$ cat config.mk
export PLATFORM = sky130hd
export DESIGN_NAME = pbit_update
export DESIGN_NICKNAME = d
export VERILOG_FILES = /design/src/rtl/pbit_pkg.sv /design/src/rtl/pbit_tanh_lut.sv /design/src/rtl/pbit_update.sv
export SDC_FILE = /design/constraint.sdc
export NUM_CORES = 1
export LEC_CHECK = 0
export ABC_CLOCK_PERIOD_IN_PS = 3400
export BUFFER_PORTS_ARGS = -buffer_cell sky130_fd_sc_hd__buf_2
export CORE_AREA = 2 2 121 123
export CTS_CLUSTER_SIZE = 30
export DETAILED_ROUTE_END_ITERATION = 8
export DIE_AREA = 0 0 123 125
export PLACE_DENSITY = 0.46
export SYNTH_ARGS = -nofsm -noshare
export SYNTH_HDL_FRONTEND = slang
export SYNTH_SLANG_ARGS = --single-unit
$ cat constraint.sdc
create_clock -name clk -period 3.4 [get_ports clk]
set_input_delay 0.34 -clock clk [delete_from_list [all_inputs] [get_ports clk]]
set_output_delay 0.34 -clock clk [all_outputs]
set_load 0.01 [all_outputs]
$ cat src/rtl/pbit_pkg.sv
// Shared types and constants for the p-bit update block.
// Holds the FSM state enum, default widths and the tanh table generator.
package pbit_pkg;

    typedef enum logic [1:0] {
        IDLE,
        LOOKUP,
        COMPARE,
        HOLD
    } state_t;

    localparam int IN_W_DEF   = 8;
    localparam int TANH_W_DEF = 16;
    localparam int RAND_W_DEF = 32;
    localparam int CNT_W_DEF  = 16;
    localparam int TANH_MAX   = 2 ** (TANH_W_DEF - 1) - 1;

    // Fractional bits used while building the table.
    localparam int FX = 60;

    // Table entry for address idx: tanh of the Q4.(in_w-4) value idx,
    // rounded to nearest Q1.(tanh_w-1) and saturated symmetrically.
    // Works on the magnitude via y = exp(-2|x|), tanh = (1-y)/(1+y),
    // so every intermediate stays in [0,1] and fits 128 bits.
    function automatic int tanh_code(input int idx, input int in_w,
                                     input int tanh_w);
        logic [127:0] one, z, term, pos, neg, base, y, num, den, q;
        int mag, tmax;
        logic is_neg;
        is_neg = (idx >= (1 << (in_w - 1)));
        mag    = is_neg ? (1 << in_w) - idx : idx;
        tmax   = (1 << (tanh_w - 1)) - 1;
        one    = 128'd1 << FX;
        // z = 2 * lsb weight; base = exp(-z) by Taylor series
        z      = (one << 1) >> (in_w - 4);
        term   = one;
        pos    = one;
        neg    = '0;
        for (int n = 1; n <= 40; n++) begin
            term = ((term * z) >> FX) / 128'(n);
            if (n[0]) neg = neg + term;
            else      pos = pos + term;
        end
        base = pos - neg;
        y    = one;
        for (int j = 0; j < mag; j++) y = (y * base) >> FX;
        den = one + y;
        num = (one - y) << (tanh_w - 1);
        q   = ((num << 1) + den) / (den << 1);
        if (q > 128'(tmax)) q = 128'(tmax);
        return is_neg ? -int'(q) : int'(q);
    endfunction

endpackage

$ cat src/rtl/pbit_tanh_lut.sv
// Synchronous tanh ROM: q = tanh(addr) one cycle after addr.
// Ports: clk, rst (async low), addr (field as unsigned), q (signed Q1.x).
module pbit_tanh_lut
    import pbit_pkg::*;
#(
    parameter int IN_W   = IN_W_DEF,
    parameter int TANH_W = TANH_W_DEF
) (
    input  logic              clk,
    input  logic              rst,
    input  logic [IN_W-1:0]   addr,
    output logic [TANH_W-1:0] q
);

    logic [TANH_W-1:0] rom [2**IN_W];

    for (genvar i = 0; i < 2 ** IN_W; i++) begin : g_rom
        assign rom[i] = TANH_W'(tanh_code(i, IN_W, TANH_W));
    end

    always_ff @(posedge clk or negedge rst) begin
        if (!rst) q <= '0;
        else      q <= rom[addr];
    end

endmodule

$ cat src/rtl/pbit_update.sv
// P-bit update: m = sgn(tanh(I) - r), one LFSR word consumed per field.
// Ports: clk, rst (async low), field_in/valid/ready, rand_in, lfsr_en,
// pbit_out/valid/ready; ones_count only when PBIT_STATS_EN is defined.
module pbit_update
    import pbit_pkg::*;
#(
    parameter int IN_W   = IN_W_DEF,
    parameter int TANH_W = TANH_W_DEF,
`ifdef PBIT_STATS_EN
    parameter int CNT_W  = CNT_W_DEF,
`endif
    parameter int RAND_W = RAND_W_DEF
) (
    input  logic              clk,
    input  logic              rst,
    input  logic [IN_W-1:0]   field_in,
    input  logic              field_valid,
    output logic              field_ready,
    input  logic [RAND_W-1:0] rand_in,
    output logic              lfsr_en,
    output logic              pbit_out,
    output logic              pbit_valid,
    input  logic              pbit_ready
`ifdef PBIT_STATS_EN
    ,
    output logic [CNT_W-1:0]  ones_count
`endif
);

    state_t            state, state_nx;
    logic [IN_W-1:0]   field_reg;
    logic [TANH_W-1:0] tanh_q;
    logic              gt;

    // Only the top TANH_W bits of the LFSR word are used.
    logic unused_rand;
    assign unused_rand = ^rand_in[RAND_W-TANH_W-1:0];

    pbit_tanh_lut #(
        .IN_W   (IN_W),
        .TANH_W (TANH_W)
    ) u_lut (
        .clk  (clk),
        .rst  (rst),
        .addr (field_reg),
        .q    (tanh_q)
    );

    // Tie (tanh == r) yields -1.
    assign gt = $signed(tanh_q) > $signed(rand_in[RAND_W-1 -: TANH_W]);

    always_comb begin
        state_nx    = state;
        field_ready = 1'b0;
        lfsr_en     = 1'b0;
        pbit_valid  = 1'b0;
        unique case (state)
            IDLE: begin
                field_ready = 1'b1;
                if (field_valid) state_nx = LOOKUP;
            end
            LOOKUP:  state_nx = COMPARE;
            COMPARE: begin
                lfsr_en  = 1'b1;
                state_nx = HOLD;
            end
            HOLD: begin
                pbit_valid = 1'b1;
                if (pbit_ready) state_nx = IDLE;
            end
            default: state_nx = IDLE;
        endcase
    end

    always_ff @(posedge clk or negedge rst) begin
        if (!rst) begin
            state     <= IDLE;
            field_reg <= '0;
            pbit_out  <= 1'b0;
        end else begin
            state <= state_nx;
            if (state == IDLE && field_valid) field_reg <= field_in;
            if (state == COMPARE)             pbit_out  <= gt;
        end
    end

`ifdef PBIT_STATS_EN
    always_ff @(posedge clk or negedge rst) begin
        if (!rst) begin
            ones_count <= '0;
        end else if (state == HOLD && pbit_ready && pbit_out) begin
            ones_count <= ones_count + 1'b1;
        end
    end
`endif

endmodule

# After elaboration in Yosys (flattened, before gate mapping)
# Memory sizes are Yosys's and may differ from the RTL's. A register that Yosys moved wholly into a read port is not among the register bits.
# Cells that the tools add are included.
# totals
out_inout_bits,4
reg_bits,11
wordCells,21
memories,1
romBits,4096
in_bits,44
# classes
n_reduce_logical,4
magnitude_cmp,1
bitwise,1
n_mux,6
eq_ne,5
# memory_table
memory,depth,word_bits,rd,rd_clocked_by_memory_dff,write_ports,line,rtl
(no name shown),256,16,1,1,0,pbit_tanh_lut.sv:23,else q <= rom[addr];
# op_table
operator,n
greater-than comparator 16 bit,1
inverter 8 -> 9 bit,1
one-hot mux 2 bit (4 select lines),1
"equality test 2 bit, second input constant",2
two-way mux 2 bit,2
"inequality test 2 bit, second input constant",2
two-way mux 1 bit,3
"equality test 2 x 1 -> 1 bit, second input constant",1
zero test 2 bit,1
AND reduction 2 bit,1
logical AND 1 bit,1
zero test 1 bit,1

# Logic depth before layout (Yosys ltp)
# Gate-level depths: netlist of run 1.
# logic_depth
ltp_word,3
depth_mapped,10
ltp_nobuf,8

# Modules after synthesis
# Synthesis of run 1 repeated with hierarchy kept, for this count alone.
# unflattened
cells_unflattened,577
hier_area_um2,4235.3
# by_module_without_submodules
mod,area_per_inst_um2,instances,cells_each,seq_area_each_um2
pbit_tanh_lut,3325.7,1,484,400.4
pbit_update,909.6,1,93,275.3

# Least setup slack after synthesis of run 1
# Ideal clock, no wire load.
# synth_path
path_type,register to register
start,register field_reg[1]
end,register u_lut.q[0]
setup_time_ns,0.132
path_slack_ns,1.190
period_less_slack_ns,2.210
t_arrival_ns,2.077
stages_incl_launch_ff,10
cell_sequence,dfrtp_1 -> buf_2 -> inv_1 -> ha_1 -> clkbuf_1 -> inv_1 -> a221o_1 -> o221a_1 -> o31ai_1 -> o31ai_1
# synth_between
elab_chain_len,1
# synth_lines
element,line,rtl
from (decl),pbit_update.sv:31,logic [IN_W-1:0] field_reg;
from (signal assigned),pbit_update.sv:82,if (state == IDLE && field_valid) field_reg <= field_in;
inverter 8 -> 9 bit (implied by the code),pbit_tanh_lut.sv:23,
to (decl),pbit_tanh_lut.sv:12,output logic [TANH_W-1:0] q
# Every way passes these cells.
# A chain may end at the register's enable or synchronous reset.

# Final worst setup path of run 1
# Same ends and word-level chain as after synthesis.

==> key figures, run 1 <==
Detailed routing
  • 1st-iter DRT viols: between 600 and 700
  • DRC: 0
  • Number of vias per cell: ~6.2
  • Post-Route WL: 15900 µm
  • ANT nets after route: 0
  • Detailed Routing Iterations Pass 1: 6
  • Vias: 4592
  • Routed len/inst: 21.6 µm

Layout
  • Sequential Area: between 600 and 700 µm²
  • # diodes: 0
  • Fillcell total: about 1600
  • Syn-to-layout area delta: 7.81%
  • Fraction of layout cells with a size suffix above 1: ~14%
  • Most frequent cells in the layout: a21oi_1, nand2_1, inv_1, ha_1, buf_2
  • NumNets Final: 631
  • Max reg flops: 16
  • Fin area: roughly 0.0045 mm²
  • Commonest non-fill, non-tap cell in the layout: a21oi_1
  • Area occupied by multi-input gates: around 0.0030 mm²

Timing
  • Final Hold Viols: 0
  • Fmax: roughly 0.37 GHz
  • Clock Skews: about 0.0058 ns
  • Worst slew pin tran: roughly 0.8 ns
  • Min cycle time layout: 2.68 ns
  • Final Slew Violations: 0
  • Fin Setup TNS: 0 ns
  • Final setup violation count: 0
  • Worst slew margin: 47.1%
  • RSZ-0062 raised after global routing: no
  • Final period util: between 70% and 80%

Clock network
  • Inserted Clock Buffers: 3
  • Postcts setup bufs: 0
  • CTS Hold Buffers Added: 0
  • CTS tree: done
  • Clock root buffer: clkbuf_16
  • Longest Clk Path Bufs: 2
  • Reg clk slew, reported paths: 0.08 ns
  • Post-cts resize count: 0
  • H-tree depth: 1
  • Clk_lat worst skew: 0.27 ns
  • Clk sink count: 27

Worst setup path
  • Slowest CP cell: ha_1
  • FF-to-FF setup slack: 0.72 ns
  • Kind of end point of the critical path: flop
  • Worst-path fanout max: 25
  • CP Data Arrival Time: 2.80 ns
  • Worst path cell trace: buf_4 -> ha_1 -> inv_1 -> ha_1 -> nor2b_1 -> a211oi_1 -> a221oi_1 -> o31ai_1 -> o31ai_1
  • Worst setup SP type: flop
  • R2r startpoint: field_reg[1]
  • Reg-to-reg endpoint: u_lut.q[0]
  • Max incr delay on CP: around 0.40 ns
  • Crit Path Class: reg2reg
  • Critical path data required time: roughly 3.5 ns
  • Reg2Reg Depth: 9

Status
  • Status: finished clean

Placement
  • Detailed placement HPWL: about 11000 µm
  • Post-Place Cell Area: 0.00437 mm²
  • Gp weighted congestion: 0.984
  • # port buffers: 31

Logic synthesis
  • Synth Warn #: 0
  • Post-Syn Area: 0.00413 mm²
  • Syn Area/Cell: 7.45 µm²
  • EDFF count, synth: 0
  • Post-Syn Nets: around 630
  • FF+latch count, synth: 27
  • Post-synthesis cell count: 555
  • Most used flip-flop cell after synthesis: dfrtp_1
  • Library cells used by synthesis: 69
  • Ys async rst share: 100%
  • Seq/Total Area, Yosys: roughly 16%

Floorplanning
  • FP Rows: 44
  • # IOs: 48
  • Die height: 125 µm
  • Core region area: 0.0142 mm²
  • Initial Utilization: 29.1%
  • Die area: 0.0154 mm²
  • Die Span X: roughly 120 µm

GRT
  • Tot GR Track Use: 20.4%
  • GRT Residual Overflow: 0
  • Antenna violations before repair: 0
  • Pin count of the biggest net entering global routing: 92
  • First-pass GRT wire length: between 20000 and 25000 µm
  • Vias in the first global route: ~4300

Min path
  • Min-delay worst type: in2async

Run
  • Max-cap viol count: 0
[kinds of logic after synthesis]
logic type / count (synthesis) / synth area share [%]
compound gates: 206 / 34.8
simple gates: 175 / 22.3
buf+inv: 92 / 10.6
fa+ha+maj: 35 / 10.6
flops: 27 / 16.3
mux: 19 / 5.18
xor+xnor: 1 / 0.212
[final cells by class]
type	count	area share (%)
multi-input cells	436	67.8
flip-flops and latches	27	15.2
repair buffers	48	6.91
well taps	184	5.17
inverters	36	3.03
clock buffers	3	1.68
clock inverters	1	0.168
[per-stage QoR]
stage | worst slack [ns] | util (%) | hold WS (ns) | cells
floorplan | 1.19 | - | 0.0444 | 555
global placement | 0.782 | 30.8 | 0.395 | 731
CTS | 0.789 | 31.4 | 0.121 | 735
global route | 0.537 | 31.4 | 0.144 | 735
detailed placement | 0.811 | 30.8 | 0.417 | 731
finish | 0.722 | 31.4 | 0.0802 | 735
[routing by layer]
| metal | track usage (%) | routed length [µm] | part of all wire [%] | vias to the layer above |
|---|---|---|---|---|
| li1 | - | - | - | 2081 |
| met1 | 27.8 | 6490 | 41 | 2118 |
| met2 | 30.8 | 6910 | 44 | 330 |
| met3 | 4.84 | 1700 | 11 | 63 |
| met4 | 8.49 | 772 | 4.9 | 0 |
| met5 | 0 | 0 | 0 | - |
[worst max-delay path by stage]
stage / from / endpoint / slack [ns] / depth (start not counted)
2_1_floorplan: field_reg[1] / u_lut.q[0] / 1.19 / 9
3_3_place_gp: field_reg[1] / u_lut.q[0] / 0.78 / 9
3_5_place_dp: field_reg[1] / u_lut.q[0] / 0.81 / 9
4_1_cts: field_reg[1] / u_lut.q[0] / 0.79 / 9
5_1_grt: field_reg[1] / u_lut.q[4] / 0.54 / 9
6_report: field_reg[1] / u_lut.q[0] / 0.72 / 9
[cell usage after synthesis, drive strengths merged (13+ instances only)]
master	count	area share, %
nand2	36	3.3
o211ai	13	2.4
inv	36	3.3
dfrtp	27	16
nor2b	20	3.0
a21oi	48	5.8
o21ai	31	3.8
nand2b	26	4.0
nor2	30	2.7
buf	40	5.8
clkbuf	16	1.5
ha	35	11
nor3	20	2.4
[worst max-delay path, delay by kind of cell (launching register included)]
family	cells	cell delay (ns)
compound gates	4	0.81
fa+ha+maj	2	0.73
buf+inv	2	0.44
flops	1	0.35
simple gates	1	0.20
Power of run 1 is not shown: default switching activity piles up to over one toggle a cycle in this logic, so the estimate is an artifact.
==> run 2, diff against run 1 <==
ABC_CLOCK_PERIOD_IN_PS = 2400   (was 3400)
PLACE_DENSITY = 0.48   (was 0.46)
clock period = 2.4 ns   (was 3.4 ns; I/O delays follow)
==> run 2 against run 1 <==
  * Sequential share of layout area decreased by 1.4 points
  * The run now ends with hold timing left
  * Critical path type unchanged
  * Cell area increased by 9.8%
  * Via count increased by 3.4%
  * Fmax increased by 14%
  * Critical path depth decreased by 2
  * Die area unchanged
==> key figures, run 2 (synthesis results as in run 1) <==
Layout
  • Most frequent cells in the layout: buf_4, a21oi_1, nand2_1, inv_1, ha_1
  • Commonest non-fill, non-tap cell in the layout: buf_4
  • Syn-to-layout area delta: 18.4%
  • Layout Cells excl Fill: 787 (+7.1%)
  • NumNets Final: 683 (+8.2%)
  • Fraction of layout cells with a size suffix above 1: 21.9% (+8.1 points)
  • Max reg flops: 16 (unchanged)
  • # diodes: 0 (unchanged)

Worst setup path
  • Max incr delay on CP: 0.40 ns (about the same)
  • Kind of end point of the critical path: flop
  • Worst path cell trace: buf_4 -> ha_1 -> inv_1 -> a221oi_1 -> o2bb2ai_1 -> o2111ai_1 -> nor4b_2
  • R2r startpoint: field_reg[1]
  • Number of cells on the critical path: 7 (-2)
  • Critical path data required time: 2.56 ns (-0.97 ns)
  • Worst-path fanout max: 14 (-44%)
  • Crit path launch: field_reg[1]
  • FF-to-FF setup slack: 0.06 ns (-0.66 ns)
  • Slowest CP cell: a221oi_1
  • Reg2Reg Depth: 7 (-2)
  • Critical path's top delay family: compound AO/OA/AOI/OAI gates
  • Worst setup SP type: flop
  • Crit Path Class: reg2reg
  • CP endpoint: u_lut.q[1]
  • CP Data Arrival Time: 2.50 ns (-0.30 ns)
  • Reg-to-reg endpoint: u_lut.q[1]
  • Buf/Inv on CP: 2 (unchanged)

Timing
  • Worst slew pin tran: 0.647 ns (-0.148 ns)
  • Clock Skews: 0.0144 ns (+0.00862 ns)
  • Final setup violation count: 0 (unchanged)
  • Final hold slack: -0.0128 ns (-0.0930 ns)
  • RSZ-0062 raised after global routing: no
  • Worst slew margin: 56.9% (+9.8 points)
  • Setup ws final: 0.0585 ns (-0.664 ns)
  • Fmax: 0.427 GHz (+14%)
  • Final period util: 97.6% (+19 points)
  • Final Hold Viols: 22 (+22)
  • Final Slew Violations: 0 (unchanged)
  • Min cycle time layout: 2.34 ns (-0.336 ns)
  • Fin Setup TNS: 0 ns (unchanged)

Floorplanning
  • Initial Utilization: 29.1% (unchanged)
  • Core region area: 0.0142 mm² (unchanged)
  • # IOs: 48 (unchanged)
  • Die area: 0.0154 mm² (unchanged)
  • Die Span X: 123 µm (unchanged)
  • Die height: 125 µm (unchanged)
  • FP Rows: 44 (unchanged)

GRT
  • First-pass GRT wire length: 26200 µm (+7.1%)
  • Vias in the first global route: 4476 (+4.8%)
  • Tot GR Track Use: 22.2% (+1.7 points)
  • GRT Residual Overflow: 0 (unchanged)
  • Pin count of the biggest net entering global routing: 49 (-47%)
  • Antenna violations before repair: 0 (unchanged)

Clock network
  • Inserted Clock Buffers: 3 (unchanged)
  • CTS Hold Buffers Added: 0 (unchanged)
  • Clock root buffer: clkbuf_16
  • H-tree depth: 1 (unchanged)
  • Longest Clk Path Bufs: 2 (unchanged)
  • Clk_lat worst skew: 0.28 ns (about the same)
  • CTS tree: done
  • Post-cts resize count: 0 (unchanged)
  • Reg clk slew, reported paths: 0.08 ns (about the same)
  • Postcts setup bufs: 0 (unchanged)
  • Clk sink count: 27 (unchanged)

Detailed routing
  • 1st-iter DRT viols: 581 (-6.9%)
  • Detailed Routing Iterations Pass 1: 7 (+1)
  • Routed len/inst: 22.0 µm (+2.0%)
  • Vias: 4747 (+3.4%)
  • ANT nets after route: 0 (unchanged)
  • Number of vias per cell: 6.03 (-3.5%)
  • DRC: 0 (unchanged)
  • Post-Route WL: 17300 µm (+9.2%)

Placement
  • Gp weighted congestion: 0.980 (-0.47%)
  • Detailed placement HPWL: 13200 µm (+16%)
  • Cells after DPL: 783 (+7.1%)
  • # port buffers: 31 (unchanged)
  • Setup WS pre-CTS: 0.0935 ns (-0.717 ns)

Min path
  • Min-delay worst type: in2async

Status
  • Failing checks: hold timing
  • Status: finished, violations left

Run
  • Max-cap viol count: 0 (unchanged)
-- run 2: cell count changes in the layout (fill, tap and decap cells not counted) --
cell      before  now
nor2b_1       20   19
nor2b_2        0    1
o21ai_1        1    2
ha_2           0    3
o311ai_1       5    6
o311ai_0       6    5
ha_1          35   32
o21ai_0       30   29
buf_12         2    5
buf_4         15   64
-- run 2: per-stage QoR --
step                util (%)  instance area [µm²]  hold slack [ns]
finish                  34.5                 4890          -0.0128
global route            34.5                 4890           0.0491
CTS                     34.4                 4880          0.00978
detailed placement      33.8                 4800            0.307
global placement        33.8                 4800            0.293
floorplan                  -                 4130          -0.0556
-- run 2: worst min path at each step --
stage | from | end | slack [ns] | depth (start not counted)
finish | rst | u_lut.q[4] | -0.01 | 1
global route | rst | u_lut.q[4] | 0.05 | 1
CTS | rst | u_lut.q[4] | 0.01 | 1
detailed placement | rst | u_lut.q[2] | 0.31 | 1
global placement | rst | u_lut.q[11] | 0.29 | 1
floorplan | rst | field_reg[0] | -0.06 | 0
-- run 2: area by class of cell --
cell class | count | area [µm²]
flip-flops and latches | 27 | 679
inverters | 36 | 135
well taps | 184 | 230
repair buffers | 100 | 736
clock inverters | 1 | 7.51
fillers | 1511 | 9310
multi-input cells | 436 | 3030
clock buffers | 3 | 75.1
-- run 2: per-layer routing --
| layer | global-route usage (%) | vias up | wire, µm |
|---|---|---|---|
| met4 | 9.63 | 0 | 844 |
| met3 | 3.92 | 57 | 1510 |
| met2 | 35.1 | 276 | 7850 |
| li1 | - | 2182 | - |
| met1 | 29.4 | 2232 | 7130 |
| met5 | 0 | - | 0 |
Power of run 2 is left out for the same reason.
==> run 3, diff against run 2 <==
PLACE_DENSITY = 0.52   (was 0.48)
==> run 3 against run 2 <==
  * Sequential cell count unchanged
  * Fmax decreased by 1.3%
  * Register-to-register slack got worse by 0.03 ns
  * Critical path type unchanged
  * The flow still finishes with violations (hold timing)
  * Die area unchanged
  * Critical path depth increased by 2
==> key figures, run 3 (synthesis results as in run 1) <==
Detailed routing
  • ANT nets after route: 0 (unchanged)
  • Uppermost layer routed: met4
  • Number of vias per cell: 6.19 (+2.7%)
  • Vias: 4881 (+2.8%)
  • DRC: 0 (unchanged)
  • Routed len/inst: 21.9 µm (-0.43%)
  • Met3 WL: 1660 µm (+10%)
  • Detailed Routing Iterations Pass 1: 5 (-2)
  • M1 WL: 7120 µm (-0.13%)
  • WL met2: 7500 µm (-4.5%)
  • Post-Route WL: 17300 µm (-0.30%)
  • 1st-iter DRT viols: 719 (+24%)

GRT
  • First-pass GRT wire length: 26800 µm (+2.2%)
  • Pin count of the biggest net entering global routing: 55 (+12%)
  • GRT Residual Overflow: 0 (unchanged)
  • Vias in the first global route: 4620 (+3.2%)
  • Antenna violations before repair: 0 (unchanged)
  • Tot GR Track Use: 22.4% (+0.22 points)

Placement
  • Cells after DPL: 784 (+0.13%)
  • Gp weighted congestion: 1.01 (+2.7%)
  • # port buffers: 31 (unchanged)
  • Detailed placement HPWL: 13000 µm (-1.7%)

Layout
  • Max reg flops: 16 (unchanged)
  • Area occupied by multi-input gates: 0.00304 mm² (+0.45%)
  • # diodes: 0 (unchanged)
  • Layout Cells excl Fill: 788 (+0.13%)
  • Syn-to-layout area delta: 18.6%
  • Sequential Area: 679 µm² (unchanged)
  • Most frequent cells in the layout: buf_4, a21oi_1, nand2_1, inv_1, ha_1
  • NumNets Final: 684 (+0.15%)
  • Commonest non-fill, non-tap cell in the layout: buf_4
  • Fillcell total: 1504 (-0.46%)
  • Fraction of layout cells with a size suffix above 1: 22.0% (+0.13 points)

Clock network
  • Postcts setup bufs: 0 (unchanged)
  • Inserted Clock Buffers: 3 (unchanged)
  • H-tree depth: 1 (unchanged)
  • CTS tree: done
  • Clock root buffer: clkbuf_16
  • Longest Clk Path Bufs: 2 (unchanged)
  • Clk_lat worst skew: 0.28 ns (about the same)
  • CTS Hold Buffers Added: 0 (unchanged)
  • Reg clk slew, reported paths: 0.09 ns (about the same)
  • Clk sink count: 27 (unchanged)
  • Post-cts resize count: 0 (unchanged)

Worst setup path
  • Worst path cell trace: inv_1 -> buf_4 -> ha_1 -> and2_1 -> buf_4 -> nand2_1 -> a31oi_1 -> o21ai_0 -> a2bb2oi_1
  • Worst setup SP type: flop
  • Crit Path Class: reg2reg
  • Slowest CP cell: ha_1
  • Max incr delay on CP: 0.42 ns (+0.02 ns)
  • Kind of end point of the critical path: flop
  • Cell mode on critical path: buf_4
  • Critical path data required time: 2.55 ns (about the same)
  • Worst-path fanout max: 8 (-6)
  • CP Data Arrival Time: 2.52 ns (+0.02 ns)

Timing
  • Worst slew pin tran: 0.717 ns (+0.0707 ns)
  • Worst slew margin: 51.7% (-5.2 points)
  • Fmax: 0.422 GHz (-1.3%)
  • Final Hold Viols: 27 (+23%)
  • Final hold slack: -0.0258 ns (-0.0131 ns)
  • Fin Setup TNS: 0 ns (unchanged)
  • Final period util: 98.8% (+1.3 points)
  • Final setup violation count: 0 (unchanged)
  • Min cycle time layout: 2.37 ns (+0.0301 ns)
  • RSZ-0062 raised after global routing: yes
  • Clock Skews: 0.0180 ns (+0.00360 ns)
  • Final Slew Violations: 0 (unchanged)

Run
  • Max-cap viol count: 0 (unchanged)

Floorplanning
  • FP Rows: 44 (unchanged)
  • Initial Utilization: 29.1% (unchanged)
  • Die area: 0.0154 mm² (unchanged)
  • Die Span X: 123 µm (unchanged)
  • Core region area: 0.0142 mm² (unchanged)
  • Die height: 125 µm (unchanged)
  • # IOs: 48 (unchanged)

Status
  • Status: finished, violations left
  • Failing checks: hold timing

Min path
  • Min-delay worst type: in2async
[run 3: metrics by stage]
step	instance area, µm²	worst slack [ns]	util [%]	hold slack [ns]
finish	4900	0.0284	34.5	-0.0258
detailed placement	4800	0.0742	33.8	0.318
CTS	4880	0.0393	34.3	0.0202
floorplan	4130	0.190	-	-0.0556
global placement	4800	0.0431	33.8	0.296
global route	4900	-0.0576	34.5	0.0388
[run 3: cell type report]
class                           instances  area share (%)
Multi-Input combinational cell        436            62.1
Inverter                               36            2.76
Clock buffer                            3            1.53
Tap cell                              184            4.70
Clock inverter                          1           0.153
Timing Repair Buffer                  101            14.9
Sequential cell                        27            13.9
[run 3: critical path: cells and delay by family, from the launching register on]
kind / cells / cell delay, ns
and+or+nand+nor: 2 / 0.29
DFF: 1 / 0.41
adders and majority gates: 1 / 0.42
buffers and inverters: 3 / 0.36
AOI/OAI and AO/OA: 3 / 0.76
[run 3: path summary, 6_finish.rpt]
path | start | to | slack [ns] | cells past startpoint
max reg2reg | field_reg[1] | u_lut.q[6] | 0.03 | 9
min in group clk | field_in[3] | field_reg[3] | 0.18 | 2
min reg2reg | state[0] | state[0] | 0.54 | 1
max in group asynchronous | rst | field_reg[2] | 1.98 | 1
max | field_reg[1] | u_lut.q[6] | 0.03 | 9
min | rst | u_lut.q[15] | -0.03 | 1
[run 3: routing by layer]
layer / track usage (%) / up-vias
met5: 0 / -
met4: 9.16 / 0
met3: 4.24 / 85
met2: 34.8 / 348
met1: 30.3 / 2260
li1: - / 2188
Power of run 3 is left out for the same reason.
